### config.mk
export PLATFORM = sky130hd
export DESIGN_NAME = tile_reader
export DESIGN_NICKNAME = d
export VERILOG_FILES = /design/src/rtl/tile_reader.sv
export SDC_FILE = /design/constraint.sdc
export NUM_CORES = 1
export LEC_CHECK = 0
export CAP_MARGIN = 25
export CORE_MARGIN = 2
export CORE_UTILIZATION = 45
export DETAILED_ROUTE_END_ITERATION = 10
export GPL_ROUTABILITY_DRIVEN = 0
export PLACE_DENSITY = 0.82
export SLEW_MARGIN = 10
export SYNTH_ARGS = -nofsm -noshare
export SYNTH_HDL_FRONTEND = slang
export SYNTH_SLANG_ARGS = --single-unit
### constraint.sdc
create_clock -name i_clk -period 2.71 [get_ports i_clk]
set_clock_uncertainty 0.2 [all_clocks]
set_input_delay 0.542 -clock i_clk [delete_from_list [all_inputs] [get_ports i_clk]]
set_output_delay 0.542 -clock i_clk [all_outputs]
set_load 0.02 [all_outputs]
### src/rtl/tile_reader.sv
// tile_reader: walks an inclusive, wrapping range of SRAM word addresses,
// issuing one read per cycle to a 1-cycle-latency SRAM, and forwards each
// returned word with its address and a valid strobe to the row router.
// Reading ends at the end address or early when the routers report empty.
module tile_reader #(
  parameter int SRAM_DATA_WIDTH = 64,
  parameter int ADDR_WIDTH      = 8
) (
  input  logic                       i_clk,
  input  logic                       i_nrst,
  input  logic                       i_reg_clear,
  input  logic                       i_start,
  input  logic [ADDR_WIDTH-1:0]      i_start_addr,
  input  logic [ADDR_WIDTH-1:0]      i_end_addr,
  input  logic                       i_hold,
  input  logic                       i_route_done,
  output logic                       o_sram_rd_en,
  output logic [ADDR_WIDTH-1:0]      o_sram_addr,
  input  logic [SRAM_DATA_WIDTH-1:0] i_sram_rdata,
  output logic [SRAM_DATA_WIDTH-1:0] o_data,
  output logic [ADDR_WIDTH-1:0]      o_addr,
  output logic                       o_data_valid,
  output logic                       o_busy,
  output logic                       o_done,
  output logic [ADDR_WIDTH:0]        o_word_count
);

  typedef enum logic [1:0] {
    S_IDLE,
    S_READ,
    S_DRAIN,
    S_DONE
  } state_e;

  state_e                     state_q;
  logic [ADDR_WIDTH-1:0]      cur_addr_q;
  logic [ADDR_WIDTH-1:0]      end_addr_q;
  logic                       done_q;

  logic                       valid_q;
  logic [ADDR_WIDTH-1:0]      addr_q;
  logic [SRAM_DATA_WIDTH-1:0] data_hold_q;
  logic [ADDR_WIDTH:0]        count_q;

  logic                       rd_en;
  logic                       start_acc;

  // Read request: issued every READ cycle unless stalled or routers are satisfied.
  always_comb begin
    rd_en     = (state_q == S_READ) && !i_hold && !i_route_done;
    start_acc = (state_q == S_IDLE) && i_start;
  end

  // Control FSM: address walk, range latch and completion pulse.
  always_ff @(posedge i_clk or negedge i_nrst) begin
    if (!i_nrst) begin
      state_q    <= S_IDLE;
      cur_addr_q <= '0;
      end_addr_q <= '0;
      done_q     <= 1'b0;
    end else if (i_reg_clear) begin
      state_q    <= S_IDLE;
      cur_addr_q <= '0;
      end_addr_q <= '0;
      done_q     <= 1'b0;
    end else begin
      // The done pulse trails the DONE state by one register stage.
      done_q <= (state_q == S_DONE);
      case (state_q)
        S_IDLE: begin
          if (i_start) begin
            cur_addr_q <= i_start_addr;
            end_addr_q <= i_end_addr;
            state_q    <= S_READ;
          end
        end
        S_READ: begin
          if (i_route_done) begin
            state_q <= S_DRAIN;
          end else if (!i_hold) begin
            if (cur_addr_q == end_addr_q) begin
              state_q <= S_DRAIN;
            end else begin
              cur_addr_q <= cur_addr_q + 1'b1;
            end
          end
        end
        S_DRAIN: state_q <= S_DONE;
        S_DONE:  state_q <= S_IDLE;
        default: state_q <= S_IDLE;
      endcase
    end
  end

  // Return path: valid/address registered alongside the SRAM latency; word counter.
  always_ff @(posedge i_clk or negedge i_nrst) begin
    if (!i_nrst) begin
      valid_q     <= 1'b0;
      addr_q      <= '0;
      data_hold_q <= '0;
      count_q     <= '0;
    end else if (i_reg_clear) begin
      valid_q     <= 1'b0;
      addr_q      <= '0;
      data_hold_q <= '0;
      count_q     <= '0;
    end else begin
      valid_q <= rd_en;
      if (rd_en) begin
        addr_q <= cur_addr_q;
      end
      if (valid_q) begin
        data_hold_q <= i_sram_rdata;
      end
      if (start_acc) begin
        count_q <= '0;
      end else if (valid_q) begin
        count_q <= count_q + 1'b1;
      end
    end
  end

  // SRAM data arrives in the valid cycle itself, so it bypasses the hold
  // register then; the hold register only keeps o_data stable between words.
  always_comb begin
    o_data = valid_q ? i_sram_rdata : data_hold_q;
  end

  assign o_sram_rd_en = rd_en;
  assign o_sram_addr  = cur_addr_q;
  assign o_addr       = addr_q;
  assign o_data_valid = valid_q;
  assign o_busy       = (state_q == S_READ) || (state_q == S_DRAIN);
  assign o_done       = done_q;
  assign o_word_count = count_q;

endmodule

* After elaboration in Yosys (flattened, before gate mapping)
Cells that the tools add are included.
** Word-level totals
- Bits in registers :: 101
- Latch bits :: 0
- Memory bits (writable) :: 0
- Bits in read-only memories :: 0
- Input bits :: 86
- Output and inout bits :: 93
- Logic and storage cells :: 59
- Memories :: 0
** Cells by class
- $add $sub $neg :: 2
- Multipliers :: 0
- Divide/modulo/power cells :: 0
- Order comparisons :: 0
- Eq/ne operators :: 10
- Shift operators :: 0
- Multiplexer cells :: 24
- Bitwise gates (word level) :: 0
- Reduce and logical (&&, ||, !) cells :: 15
** Operator list (number)
- 2-to-1 mux 64 bit :: 2
- 2-to-1 mux 8 bit :: 10
- 2-to-1 mux 9 bit :: 3
- one-hot mux 8 bit (2 select lines) :: 1
- inequality test 3 bit (second input constant) :: 4
- 2-to-1 mux 2 bit :: 5
- adder 9 x 1 -> 9 bit (second input constant) :: 1
- adder 8 x 1 -> 8 bit (second input constant) :: 1
- equality test 8 bit :: 1
- one-hot mux 2 bit (4 select lines) :: 1
- nonzero test 2 bit :: 3
- nonzero test 3 bit :: 2
- AND reduction 5 bit :: 1
- equality test 2 bit (second input constant) :: 2
- inequality test 4 x 3 -> 1 bit (second input constant) :: 1
- inequality test 4 bit (second input constant) :: 1
- logical AND 1 bit :: 3
- AND reduction 3 bit :: 1
- equality test 2 x 1 -> 1 bit (second input constant) :: 1
- logical NOT 1 bit :: 2
- logical NOT 2 bit :: 1
- 2-to-1 mux 1 bit :: 2
- AND reduction 2 bit :: 1
- logical OR 1 bit :: 1

* Longest topological paths before layout
Gate-level depths: netlist of the first run.
- Depth after elaboration :: 6
- Gate-level depth with buffers :: 9
- Mapped depth without buffers :: 7

* Worst setup path after synthesis of the first run
No wires, ideal clock.
- Path kind :: register to output
- From :: register valid_q (netlist: o_data_valid)
- To :: output port o_data[55]
- Data arrival time :: 1434 ps
- Required time :: 1968 ps
- Path slack :: 534 ps
- Cell stages (with the launch flop) :: 5
- Buffers on the path :: 3
- Cell sequence :: dfrtp_1 buf_2 buf_2 buf_2 mux2_2
** Between the ends
- Word-level cells in the longest chain between the ends :: 1
** RTL lines
- from (decl) :: RTL line 40 : logic valid_q;
- from (signal assigned) :: RTL line 108 : valid_q <= rd_en;
- 2-to-1 mux 64 bit :: RTL line 126 : o_data = valid_q ? i_sram_rdata : data_hold_q;
- to (decl) :: RTL line 20 : output logic [SRAM_DATA_WIDTH-1:0] o_data,
No other way between the ends.

* Worst setup path in the final report of the first run
- From :: register valid_q (netlist: o_data_valid)
- To :: output port o_data[60]
The elaborated chain is that of the path after synthesis.

==> impl_summary.log, run 1 <==
INFO  metric worst_hold_slack = 0.230 ns
INFO  metric synth-warning-count = 0
INFO  metric synth.top_cells.by_area = sky130_fd_sc_hd__dfrtp_1, sky130_fd_sc_hd__mux2_2, sky130_fd_sc_hd__nor2b_1
INFO  metric grt_start_max_net_pins = 88
INFO  metric worst_pin_slew = 0.948 ns
INFO  metric synth_async_sr_flop_share = 1.00
INFO  metric maxSlewViolCount = 0
INFO  metric status = complete, no violations
INFO  metric final_antenna_net_count = 0
INFO  metric synth_seq_cells = 101
INFO  metric grt.total_usage = 0.219
INFO  metric vias_post_dr = 3721
INFO  metric final_layout_size_suffix_gt1_frac = 0.175
INFO  metric rsz0062_at_grt = false
INFO  metric crit_chain = buf_4 > mux2_2 > clkdlybuf4s50_1
INFO  metric crit_required = 1.97 ns
INFO  metric reg2reg_to = o_sram_addr[1]
INFO  metric clock_path_buffers = 2
INFO  metric post-layout-total-power = 4.25 mW
INFO  metric hold_path.class = primary input to register
INFO  metric finalWorstSetupSlack = 0.138 ns
INFO  metric sequential_cell_area = 2530 µm²
INFO  metric clock_insertion_delay_worst_skew = 0.36 ns
INFO  metric max_stage_delay_cell_worst_path = sky130_fd_sc_hd__clkdlybuf4s50_1
INFO  metric ys_top_cells_by_count = sky130_fd_sc_hd__dfrtp_1, sky130_fd_sc_hd__nor2b_1, sky130_fd_sc_hd__mux2_2, sky130_fd_sc_hd__nand2_1, sky130_fd_sc_hd__nor2_1
INFO  metric totalNegativeSetupSlack = 0 ns
INFO  metric cts.reportedPaths.clkPinSlew = 0.09 ns
INFO  metric synth_largest_area_cell = sky130_fd_sc_hd__dfrtp_1
INFO  metric syn-num-nets = 506
INFO  metric avgViaCountPerCell = 5.06
INFO  metric critical_path_class = register to output port
INFO  metric grt_overflow = 0
INFO  metric cts_tree = built
INFO  metric flow.area_growth_from_synthesis = 45.5%
INFO  metric drt-initial-drc-count = 142
INFO  metric powerDensity = 608 nW/µm²
INFO  metric cpLargestDelayFamily = buffers and inverters
INFO  metric fin_cells = 735
INFO  metric wl_per_cell = 16.5 µm
INFO  metric hpwlAfterDp = 8.61 mm
INFO  metric cts-htree-levels = 3
INFO  metric timing.reg2reg.setup_slack = 0.37 ns
INFO  metric grt_pass1_vias = 3953
INFO  metric cp_data_arrival_time = 1.83 ns
INFO  metric grt_first_pass_wirelength = 19.8 mm
INFO  metric floorplan.initialDensity = 0.464
INFO  metric cp_num_cells = 3
INFO  metric last_element_of_the_critical_path = o_data[60]
INFO  metric dieWidth = 107 µm
INFO  metric netlist-cell-type-count = 37
INFO  metric reg2reg_depth = 7
INFO  metric layout.core_utilization = 0.675
INFO  metric synth.cell_area = 4810 µm²
INFO  metric synth.top_cell.area_share = 0.525
INFO  metric post-route-min-period = 2.57 ns
INFO  metric dpl_cell_area = 6750 µm²
INFO  metric placementRows = 37
INFO  metric synth-edff-count = 0
INFO  metric end_kind = output port
INFO  metric clk_sinks = 101
INFO  metric timing.rr.start = state_q[1]
INFO  metric synthMostInstantiatedCell = sky130_fd_sc_hd__dfrtp_1
INFO  metric final-hold-violation-count = 0
INFO  metric drc = 0
INFO  metric antenna_cells_inserted = 0
INFO  metric critPathLaunchType = register
INFO  metric critPathMaxStageDelay = 0.54 ns
INFO  metric pre_cts_ws = 0.0614 ns
INFO  metric synth_seq_area_share = 0.525
INFO  metric antenna_violations_before_repair = 0
INFO  metric layout_worst_path_cycle_share = 0.949
INFO  metric yosys_most_used_dff = sky130_fd_sc_hd__dfrtp_1
INFO  metric irDropWorstVdd = 0.418 mV
INFO  metric power.static_leakage = 3.44 nW
INFO  metric crit_path_max_fanout = 3
INFO  metric total_core_area = 10400 µm²
INFO  metric finalWirelength = 12.1 mm
INFO  metric syn-mean-instance-area = 11.6 µm²
INFO  metric portBuffers = 178
INFO  metric hp-start = i_reg_clear
INFO  metric timing.max_slew.rel_slack = 0.366
INFO  metric number_of_placed_instances_with_taps_included = 715
INFO  metric multiInputGateArea = 2150 µm²
INFO  metric crit_path_start = o_data_valid
INFO  metric syn-instance-count = 415
INFO  metric path_buf_inv = 2
INFO  metric design.portCount = 179
INFO  metric fmaxAchievable = 389 MHz
INFO  metric design_area = 7000 µm²
INFO  metric fp.dieArea = 11500 µm²
INFO  metric first_pass_iteration_count_of_the_detailed_router = 4
INFO  metric fin_nets = 685
INFO  metric count_of_fill_cells_added_during_filler_insertion = 795
INFO  metric cts_made_buffers = 9
INFO  metric cts.root.buffer_cell = sky130_fd_sc_hd__clkbuf_8
INFO  metric final-setup-viol-count = 0
INFO  metric maxCapViolCount = 0
INFO  metric die_h = 107 µm
==> cells in the final DEF, fill, tap and decap left out, types with 6 or more instances in the layout <==
master                            count
sky130_fd_sc_hd__buf_4                9
sky130_fd_sc_hd__nand2_1             34
sky130_fd_sc_hd__and3_1               7
sky130_fd_sc_hd__a22o_1               6
sky130_fd_sc_hd__dlygate4sd2_1       62
sky130_fd_sc_hd__nor2b_1             67
sky130_fd_sc_hd__dfrtp_1            100
sky130_fd_sc_hd__clkbuf_8            10
sky130_fd_sc_hd__xnor2_1              8
sky130_fd_sc_hd__nor2_1              22
sky130_fd_sc_hd__clkdlybuf4s50_1    113
sky130_fd_sc_hd__or3_1                8
sky130_fd_sc_hd__a21oi_1             11
sky130_fd_sc_hd__mux2_2              64
sky130_fd_sc_hd__mux2i_1             12
==> registers in the layout (all words and copies together), names as in the netlist <==
register      cells
data_hold_q      64
o_word_count      9
end_addr_q        8
o_addr            8
o_sram_addr       8
state_q           2
o_data_valid      1
o_done            1
==> worst register-to-register path: cells and delay by family, from the launching register on <==
kind                     cells  cell delay, ns
multiplexers                 1            0.32
adder cells (fa/ha/maj)      1            0.18
buffers and inverters        2            0.25
AND/OR/NAND/NOR              3            0.86
flip-flops                   1            0.41
==> kinds of logic after synthesis <==
group	share of synthesized area
flops	0.525
simple gates	0.184
xor+xnor	0.0252
buf+inv	0.0281
fa+ha+maj	0.0130
compound gates	0.0406
mux	0.183
==> worst min-delay path by stage <==
stage	endpoint	slack (ns)	depth (start not counted)
after floorplan	data_hold_q[0]	0.05	0
after global placement	o_addr[2]	0.31	2
after detailed placement	o_addr[2]	0.32	2
after CTS	end_addr_q[5]	0.21	2
after global routing	end_addr_q[5]	0.23	2
final	end_addr_q[5]	0.23	2
==> routing by layer <==
metal	part of all wire	track usage
met1	0.42	0.277
met2	0.49	0.379
met3	0.075	0.0484
met4	0.010	0.0586
met5	0	0
==> what timing repair did <==
item / CTS / global route
hold endpoints to repair: 40 / 0
resized for setup: 62 / 1
setup endpoints to repair: 55 / 1
buffers inserted: 2 / 0
pin swaps: 0 / 0
gates cloned: 1 / 0
hold buffers: 1 / 0
==> report_power, final <==
group	switching (mW)	internal, mW
logic	0.649	0.641
registers	0.154	1.63
clock network	0.534	0.649
==> area by class of cell <==
cell class / instances / share of cell area
sequential: 101 / 0.361
multi-input combinational: 286 / 0.307
timing repair buffer: 192 / 0.269
tap: 136 / 0.0243
clock buffer: 10 / 0.0197
clock inverter: 6 / 0.0166
inverter: 4 / 0.00215
(Power assumes the default switching activity.)
==> run 2: changes to the inputs <==
--- a/config.mk
+++ b/config.mk
@@ -7,10 +7,11 @@
 export LEC_CHECK = 0
 export CAP_MARGIN = 25
 export CORE_MARGIN = 2
-export CORE_UTILIZATION = 45
+export CORE_UTILIZATION = 60
 export DETAILED_ROUTE_END_ITERATION = 10
+export DONT_BUFFER_PORTS = 1
 export GPL_ROUTABILITY_DRIVEN = 0
-export PLACE_DENSITY = 0.82
+export PLACE_DENSITY = 0.77
 export SLEW_MARGIN = 10
 export SYNTH_ARGS = -nofsm -noshare
 export SYNTH_HDL_FRONTEND = slang
==> impl_summary.log, run 2 (synthesis gave the netlist of run 1 again) <==
INFO  metric status = finished, violations left
INFO  metric violated_checks = negative hold slack
INFO  metric design.portCount = 179 (unchanged)
INFO  metric critPathMaxStageDelay = 0.41 ns (-0.13 ns)
INFO  metric portBuffers = 0 (-100%)
INFO  metric dieWidth = 93.5 µm (-13%)
INFO  metric power.static_leakage = 2.40 nW (-30%)
INFO  metric maxCapViolCount = 0 (unchanged)
INFO  metric cts-htree-levels = 3 (unchanged)
INFO  metric count_of_fill_cells_added_during_filler_insertion = 617 (-22%)
INFO  metric largest_register_ffs = 64 (unchanged)
INFO  metric critical_path_class = register to output port
INFO  metric fin_nets = 501 (-27%)
INFO  metric reg2reg_to = o_sram_addr[1]
INFO  metric cts.root.buffer_cell = sky130_fd_sc_hd__clkbuf_8
INFO  metric grt_overflow = 0 (unchanged)
INFO  metric cts_made_buffers = 9 (unchanged)
INFO  metric cp_data_arrival_time = 1.78 ns (-0.05 ns)
INFO  metric antenna_cells_inserted = 0 (unchanged)
INFO  metric cp_num_cells = 4 (+1)
INFO  metric irDropWorstVdd = 0.475 mV (+14%)
INFO  metric clock_insertion_delay_worst_skew = 0.35 ns (about the same)
INFO  metric grt_start_max_net_pins = 102 (+16%)
INFO  metric clock_path_buffers = 2 (unchanged)
INFO  metric timing.rr.start = state_q[0]
INFO  metric vias_post_dr = 3004 (-19%)
INFO  metric antenna_violations_before_repair = 0 (unchanged)
INFO  metric die_h = 93.5 µm (-13%)
INFO  metric layout.core_utilization = 0.656 (-0.0188)
INFO  metric cts_tree = built
INFO  metric rsz0062_at_grt = false
INFO  metric grt_first_pass_wirelength = 14.8 mm (-25%)
INFO  metric hpwlAfterDp = 6.71 mm (-22%)
INFO  metric maxSlewViolCount = 0 (unchanged)
INFO  metric timing.reg2reg.setup_slack = 0.34 ns (-0.03 ns)
INFO  metric powerDensity = 713 nW/µm² (+17%)
INFO  metric final_antenna_net_count = 0 (unchanged)
INFO  metric post_cts_resize_count = 0 (-100%)
INFO  metric fmaxAchievable = 396 MHz (+1.9%)
INFO  metric placementRows = 32 (-14%)
INFO  metric path_buf_inv = 1 (-1)
INFO  metric final_layout_size_suffix_gt1_frac = 0.234 (+0.0584)
INFO  metric reg2reg_depth = 7 (unchanged)
INFO  metric first_pass_iteration_count_of_the_detailed_router = 4 (unchanged)
INFO  metric post_cts_buffers = 0 (-2)
INFO  metric total_core_area = 7730 µm² (-25%)
INFO  metric hold_path.class = primary input to async pin
INFO  metric cpLargestDelayFamily = simple AND/OR/NAND/NOR gates
INFO  metric cts.reportedPaths.clkPinSlew = 0.09 ns (about the same)
INFO  metric avgViaCountPerCell = 5.81 (+15%)
INFO  metric dpl_cell_area = 4880 µm² (-28%)
INFO  metric crit_path_start = state_q[1]
INFO  metric post-layout-total-power = 3.61 mW (-15%)
INFO  metric wl_per_cell = 18.3 µm (+11%)
INFO  metric layout.cells.most_common = sky130_fd_sc_hd__dfrtp_1
INFO  metric final-setup-viol-count = 0 (unchanged)
INFO  metric last_element_of_the_critical_path = o_sram_rd_en
INFO  metric critPathLaunchType = register
INFO  metric clk_sinks = 101 (unchanged)
INFO  metric flow.area_growth_from_synthesis = 5.38%
INFO  metric layout_worst_path_cycle_share = 0.931 (-0.0180)
INFO  metric grt_pass1_vias = 2881 (-27%)
INFO  metric totalNegativeSetupSlack = 0 ns (unchanged)
INFO  metric crit_path_max_fanout = 9 (+6)
INFO  metric fp.dieArea = 8750 µm² (-24%)
INFO  metric grt.total_usage = 0.224 (+0.00490)
INFO  metric max_stage_delay_cell_worst_path = sky130_fd_sc_hd__dfrtp_1
INFO  metric end_kind = output port
INFO  metric timing.max_slew.rel_slack = 0.669 (+0.304)
INFO  metric finalWirelength = 9.46 mm (-22%)
INFO  metric final-hold-violation-count = 101 (+101)
INFO  metric worst_pin_slew = 0.496 ns (-0.452 ns)
INFO  metric crit_chain = inv_1 > ha_1 > nand2b_1 > nor2_4
INFO  metric drt-initial-drc-count = 183 (+29%)
INFO  metric layout.cells.most_common_list = sky130_fd_sc_hd__dfrtp_1, sky130_fd_sc_hd__nor2b_1, sky130_fd_sc_hd__mux2_2, sky130_fd_sc_hd__nand2_1, sky130_fd_sc_hd__nor2_1
INFO  metric crit_required = 1.97 ns (about the same)
INFO  metric post-route-min-period = 2.52 ns (-0.0487 ns)
INFO  metric floorplan.initialDensity = 0.622 (+0.159)
INFO  metric worst_hold_slack = -0.330 ns (-0.560 ns)
INFO  metric drc = 0 (unchanged)
INFO  metric design_area = 5070 µm² (-28%)
INFO  metric largest_register = data_hold_q
run 2: cell types whose count changed in the layout (fill, tap and decap cells not counted), sizes merged, moves of 2 or more:
| cell | before | now |
|---|---|---|
| clkdlybuf4s50 | 113 | 0 |
| dlygate4sd2 | 62 | 0 |
| buf | 14 | 8 |
| clkinv | 0 | 4 |
| bufinv | 3 | 1 |
| inv | 7 | 5 |
run 2: layout make-up:
type	count	area, µm²	area share
multi-input cells	286	2150	0.424
flip-flops and latches	101	2530	0.499
clock buffers	10	128	0.0252
repair buffers	8	60.1	0.0118
inverters	4	15.0	0.00296
clock inverters	6	62.6	0.0123
well taps	102	128	0.0252
run 2: where the power goes:
part	internal [mW]	switching (mW)
clock	0.428	0.495
combinational	0.363	0.548
sequential	1.63	0.151
total	2.42	1.19
run 2: how the worst min path moves through the flow:
stage | startpoint | end | depth (start not counted)
final | i_nrst | data_hold_q[38] | 0
after global routing | i_nrst | data_hold_q[29] | 0
after CTS | i_nrst | data_hold_q[30] | 0
after detailed placement | i_nrst | data_hold_q[40] | 0
after global placement | i_nrst | data_hold_q[38] | 0
after floorplan | i_nrst | data_hold_q[0] | 0
run 2: metrics by stage:
stage / hold WS, ns / setup WS (ns) / cells
floorplan: 0.0464 / 0.534 / 415
global placement: 0.0487 / 0.453 / 501
detailed placement: 0.0487 / 0.360 / 501
CTS: -0.349 / 0.162 / 517
global route: -0.362 / 0.0462 / 517
finish: -0.330 / 0.187 / 517
run 2: layer usage:
layer	up-vias	GRT usage	wire length (µm)
li1	1381	-	-
met1	1480	0.290	3950
met2	132	0.354	4490
met3	11	0.0782	859
met4	0	0.0725	154
met5	-	0	0
==> run 3: changes to the inputs <==
--- a/config.mk
+++ b/config.mk
@@ -5,6 +5,7 @@
 export SDC_FILE = /design/constraint.sdc
 export NUM_CORES = 1
 export LEC_CHECK = 0
+export ABC_AREA = 1
 export CAP_MARGIN = 25
 export CORE_MARGIN = 2
 export CORE_UTILIZATION = 60
@@ -12,6 +13,7 @@
 export DONT_BUFFER_PORTS = 1
 export GPL_ROUTABILITY_DRIVEN = 0
 export PLACE_DENSITY = 0.77
+export REMOVE_ABC_BUFFERS = 1
 export SLEW_MARGIN = 10
 export SYNTH_ARGS = -nofsm -noshare
 export SYNTH_HDL_FRONTEND = slang
==> impl_summary.log, run 3 <==
INFO  metric synth_async_sr_flop_share = 1.00 (unchanged)
INFO  metric portBuffers = 0 (unchanged)
INFO  metric clock_insertion_delay_worst_skew = 0.35 ns (about the same)
INFO  metric die_h = 93.6 µm (about the same)
INFO  metric critPathLaunchType = register
INFO  metric cpLargestDelayFamily = buffers and inverters
INFO  metric end_kind = output port
INFO  metric irDropWorstVdd = 0.414 mV (-13%)
INFO  metric max_stage_delay_cell_worst_path = sky130_fd_sc_hd__buf_4
INFO  metric floorplan.initialDensity = 0.620 (-0.00256)
INFO  metric layout.core_utilization = 0.646 (-0.00982)
INFO  metric final_antenna_net_count = 0 (unchanged)
INFO  metric finalWirelength = 10.7 mm (+13%)
INFO  metric final_layout_size_suffix_gt1_frac = 0.0776 (-0.156)
INFO  metric critical-path-top-cell-by-count = sky130_fd_sc_hd__nand2_1
INFO  metric largest_register_ffs = 64 (unchanged)
INFO  metric clk_sinks = 101 (unchanged)
INFO  metric vias_post_dr = 3821 (+27%)
INFO  metric clock_power_share = 0.264 (+0.008)
INFO  metric first_pass_iteration_count_of_the_detailed_router = 4 (unchanged)
INFO  metric flow.area_growth_from_synthesis = 4.24%
INFO  metric cp_data_arrival_time = 1.71 ns (-0.07 ns)
INFO  metric grt_first_pass_wirelength = 16.8 mm (+13%)
INFO  metric synth_largest_area_cell = sky130_fd_sc_hd__dfrtp_1
INFO  metric cts.root.buffer_cell = sky130_fd_sc_hd__clkbuf_8
INFO  metric wl_per_cell = 15.4 µm (-16%)
INFO  metric syn-mean-instance-area = 7.98 µm² (-31%)
INFO  metric synth.cell_area = 4810 µm² (+0.10%)
INFO  metric antenna_violations_before_repair = 0 (unchanged)
INFO  metric fin_nets = 679 (+36%)
INFO  metric worst_hold_slack = -0.334 ns (-0.00376 ns)
INFO  metric netlist-cell-type-count = 33 (-11%)
INFO  metric path_buf_inv = 1 (unchanged)
INFO  metric final-setup-viol-count = 0 (unchanged)
INFO  metric yosys_most_used_dff = sky130_fd_sc_hd__dfrtp_1
INFO  metric rsz0062_at_grt = false
INFO  metric grt.total_usage = 0.244 (+0.0206)
INFO  metric crit_required = 1.97 ns (about the same)
INFO  metric pwr-share-seq = 0.523 (+0.031)
INFO  metric critical_path_class = register to output port
INFO  metric cts_made_buffers = 9 (unchanged)
INFO  metric synth_seq_cells = 101 (unchanged)
INFO  metric fp.dieArea = 8760 µm² (+0.11%)
INFO  metric synthMostInstantiatedCell = sky130_fd_sc_hd__nand2_1
INFO  metric cts_tree = built
INFO  metric placementRows = 32 (unchanged)
INFO  metric grt_start_max_net_pins = 102 (unchanged)
INFO  metric power.combinational.fraction = 0.213 (-0.039)
INFO  metric grt_pass1_vias = 3584 (+24%)
INFO  metric clock_path_buffers = 2 (unchanged)
INFO  metric multiInputGateArea = 2020 µm² (-5.8%)
INFO  metric hpwlAfterDp = 7.34 mm (+9.4%)
INFO  metric post-route-min-period = 2.45 ns (-0.0704 ns)
INFO  metric dieWidth = 93.6 µm (about the same)
INFO  metric drc = 0 (unchanged)
INFO  metric p_sw = 1.29 mW (+8.2%)
INFO  metric crit_path_max_fanout = 69 (+60)
INFO  metric avgViaCountPerCell = 5.50 (-5.4%)
INFO  metric power.static_leakage = 2.64 nW (+9.7%)
INFO  metric status = finished, violations left
INFO  metric layout_worst_path_cycle_share = 0.905 (-0.0260)
INFO  metric syn-instance-count = 603 (+45%)
INFO  metric synth-warning-count = 0 (unchanged)
INFO  metric worst_pin_slew = 0.701 ns (+0.205 ns)
INFO  metric layout.cells.most_common = sky130_fd_sc_hd__nand2_1
INFO  metric fmaxAchievable = 408 MHz (+2.9%)
INFO  metric cts-htree-levels = 3 (unchanged)
INFO  metric powerDensity = 714 nW/µm² (+0.21%)
INFO  metric grt_overflow = 0 (unchanged)
INFO  metric layout.cells.most_common_list = sky130_fd_sc_hd__nand2_1, sky130_fd_sc_hd__dfrtp_1, sky130_fd_sc_hd__a21oi_1, sky130_fd_sc_hd__nand3_1, sky130_fd_sc_hd__inv_1
INFO  metric synth-edff-count = 0 (unchanged)
INFO  metric sequential_cell_area = 2530 µm² (unchanged)
INFO  metric count_of_fill_cells_added_during_filler_insertion = 675 (+9.4%)
INFO  metric maxSlewViolCount = 0 (unchanged)
INFO  metric violated_checks = negative hold slack
INFO  metric synth_seq_area_share = 0.525 (-0.000546)
INFO  metric ys_top_cells_by_count = sky130_fd_sc_hd__nand2_1, sky130_fd_sc_hd__dfrtp_1, sky130_fd_sc_hd__a21oi_1, sky130_fd_sc_hd__nand3_1, sky130_fd_sc_hd__inv_1
INFO  metric post_cts_buffers = 0 (unchanged)
INFO  metric crit_chain = buf_4 > nand2_1 > nand2_1
INFO  metric switching_share = 0.360 (+0.0299)
INFO  metric drt-initial-drc-count = 145 (-21%)
INFO  metric synth.top_cells.by_area = sky130_fd_sc_hd__dfrtp_1, sky130_fd_sc_hd__nand2_1, sky130_fd_sc_hd__a21oi_1
INFO  metric cts.reportedPaths.clkPinSlew = 0.10 ns (about the same)
INFO  metric synth.top_cell.area_share = 0.525 (-0.000546)
INFO  metric hold_path.class = primary input to async pin
INFO  metric totalNegativeSetupSlack = 0 ns (unchanged)
INFO  metric internal_power = 2.29 mW (-5.2%)
INFO  metric antenna_cells_inserted = 0 (unchanged)
INFO  metric critPathMaxStageDelay = 0.54 ns (+0.13 ns)
INFO  metric final-hold-violation-count = 101 (unchanged)
INFO  metric total_core_area = 7770 µm² (+0.52%)
INFO  metric timing.max_slew.rel_slack = 0.532 (-0.137)
INFO  metric largest_register = data_hold_q
INFO  metric design.portCount = 179 (unchanged)
INFO  metric maxCapViolCount = 0 (unchanged)
run 3: what timing repair did:
action	CTS	global route
gates resized for setup	0	0
endpoints found under the setup margin	0	0
endpoints found under the hold margin	101	101
run 3: per-stage QoR:
step / instance area, µm² / cells / setup slack [ns] / power [mW]
2_1_floorplan: 4670 / 575 / -0.937 / 2.48
3_3_place_gp: 4830 / 679 / 0.608 / 2.64
3_5_place_dp: 4830 / 679 / 0.498 / 2.67
4_1_cts: 5020 / 695 / 0.218 / 3.61
5_1_grt: 5020 / 695 / 0.0965 / 3.78
6_report: 5020 / 695 / 0.257 / 3.58
run 3: final timing paths:
path                            startpoint  slack, ns  cells after the start              end
max                           o_data_valid       0.26                      3       o_data[27]
min                                 i_nrst      -0.33                      0  data_hold_q[24]
max reg2reg                   o_data_valid       0.54                     10  o_word_count[8]
min reg2reg                data_hold_q[50]       0.33                      2  data_hold_q[50]
max in group asynchronous           i_nrst       2.46                      0     o_data_valid
min in group i_clk             i_reg_clear       0.04                      1  data_hold_q[39]
run 3: power by group through the flow:
stage | registers, mW | logic, mW | clock network [mW]
2_1_floorplan | 1.85 | 0.633 | 0
3_5_place_dp | 1.90 | 0.769 | 0
6_report | 1.87 | 0.763 | 0.948
3_3_place_gp | 1.90 | 0.745 | 0
4_1_cts | 1.87 | 0.770 | 0.965
5_1_grt | 1.89 | 0.867 | 1.02
run 3: kinds of logic (layout without fill, tap and decap cells):
family	Yosys count	after routing	share of synthesized area
adders and majority gates	5	5	0.0130
and+or+nand+nor	339	339	0.294
AOI/OAI and AO/OA	94	94	0.103
xor gates and xnor gates	4	4	0.0104
buffers and inverters	60	50	0.0551
DFF	101	101	0.525
run 3: layout make-up:
class,instances,area share
repair buffers,2,0.00548
multi-input cells,442,0.403
clock buffers,11,0.0262
flip-flops and latches,101,0.504
inverters,32,0.0244
clock inverters,5,0.0117
well taps,102,0.0254
run 3: per-layer routing:
metal | GRT usage | vias up | share of wire
li1 | - | 1883 | -
met1 | 0.315 | 1778 | 0.42
met2 | 0.408 | 145 | 0.49
met3 | 0.0596 | 15 | 0.080
met4 | 0.0809 | 0 | 0.015
met5 | 0 | - | 0
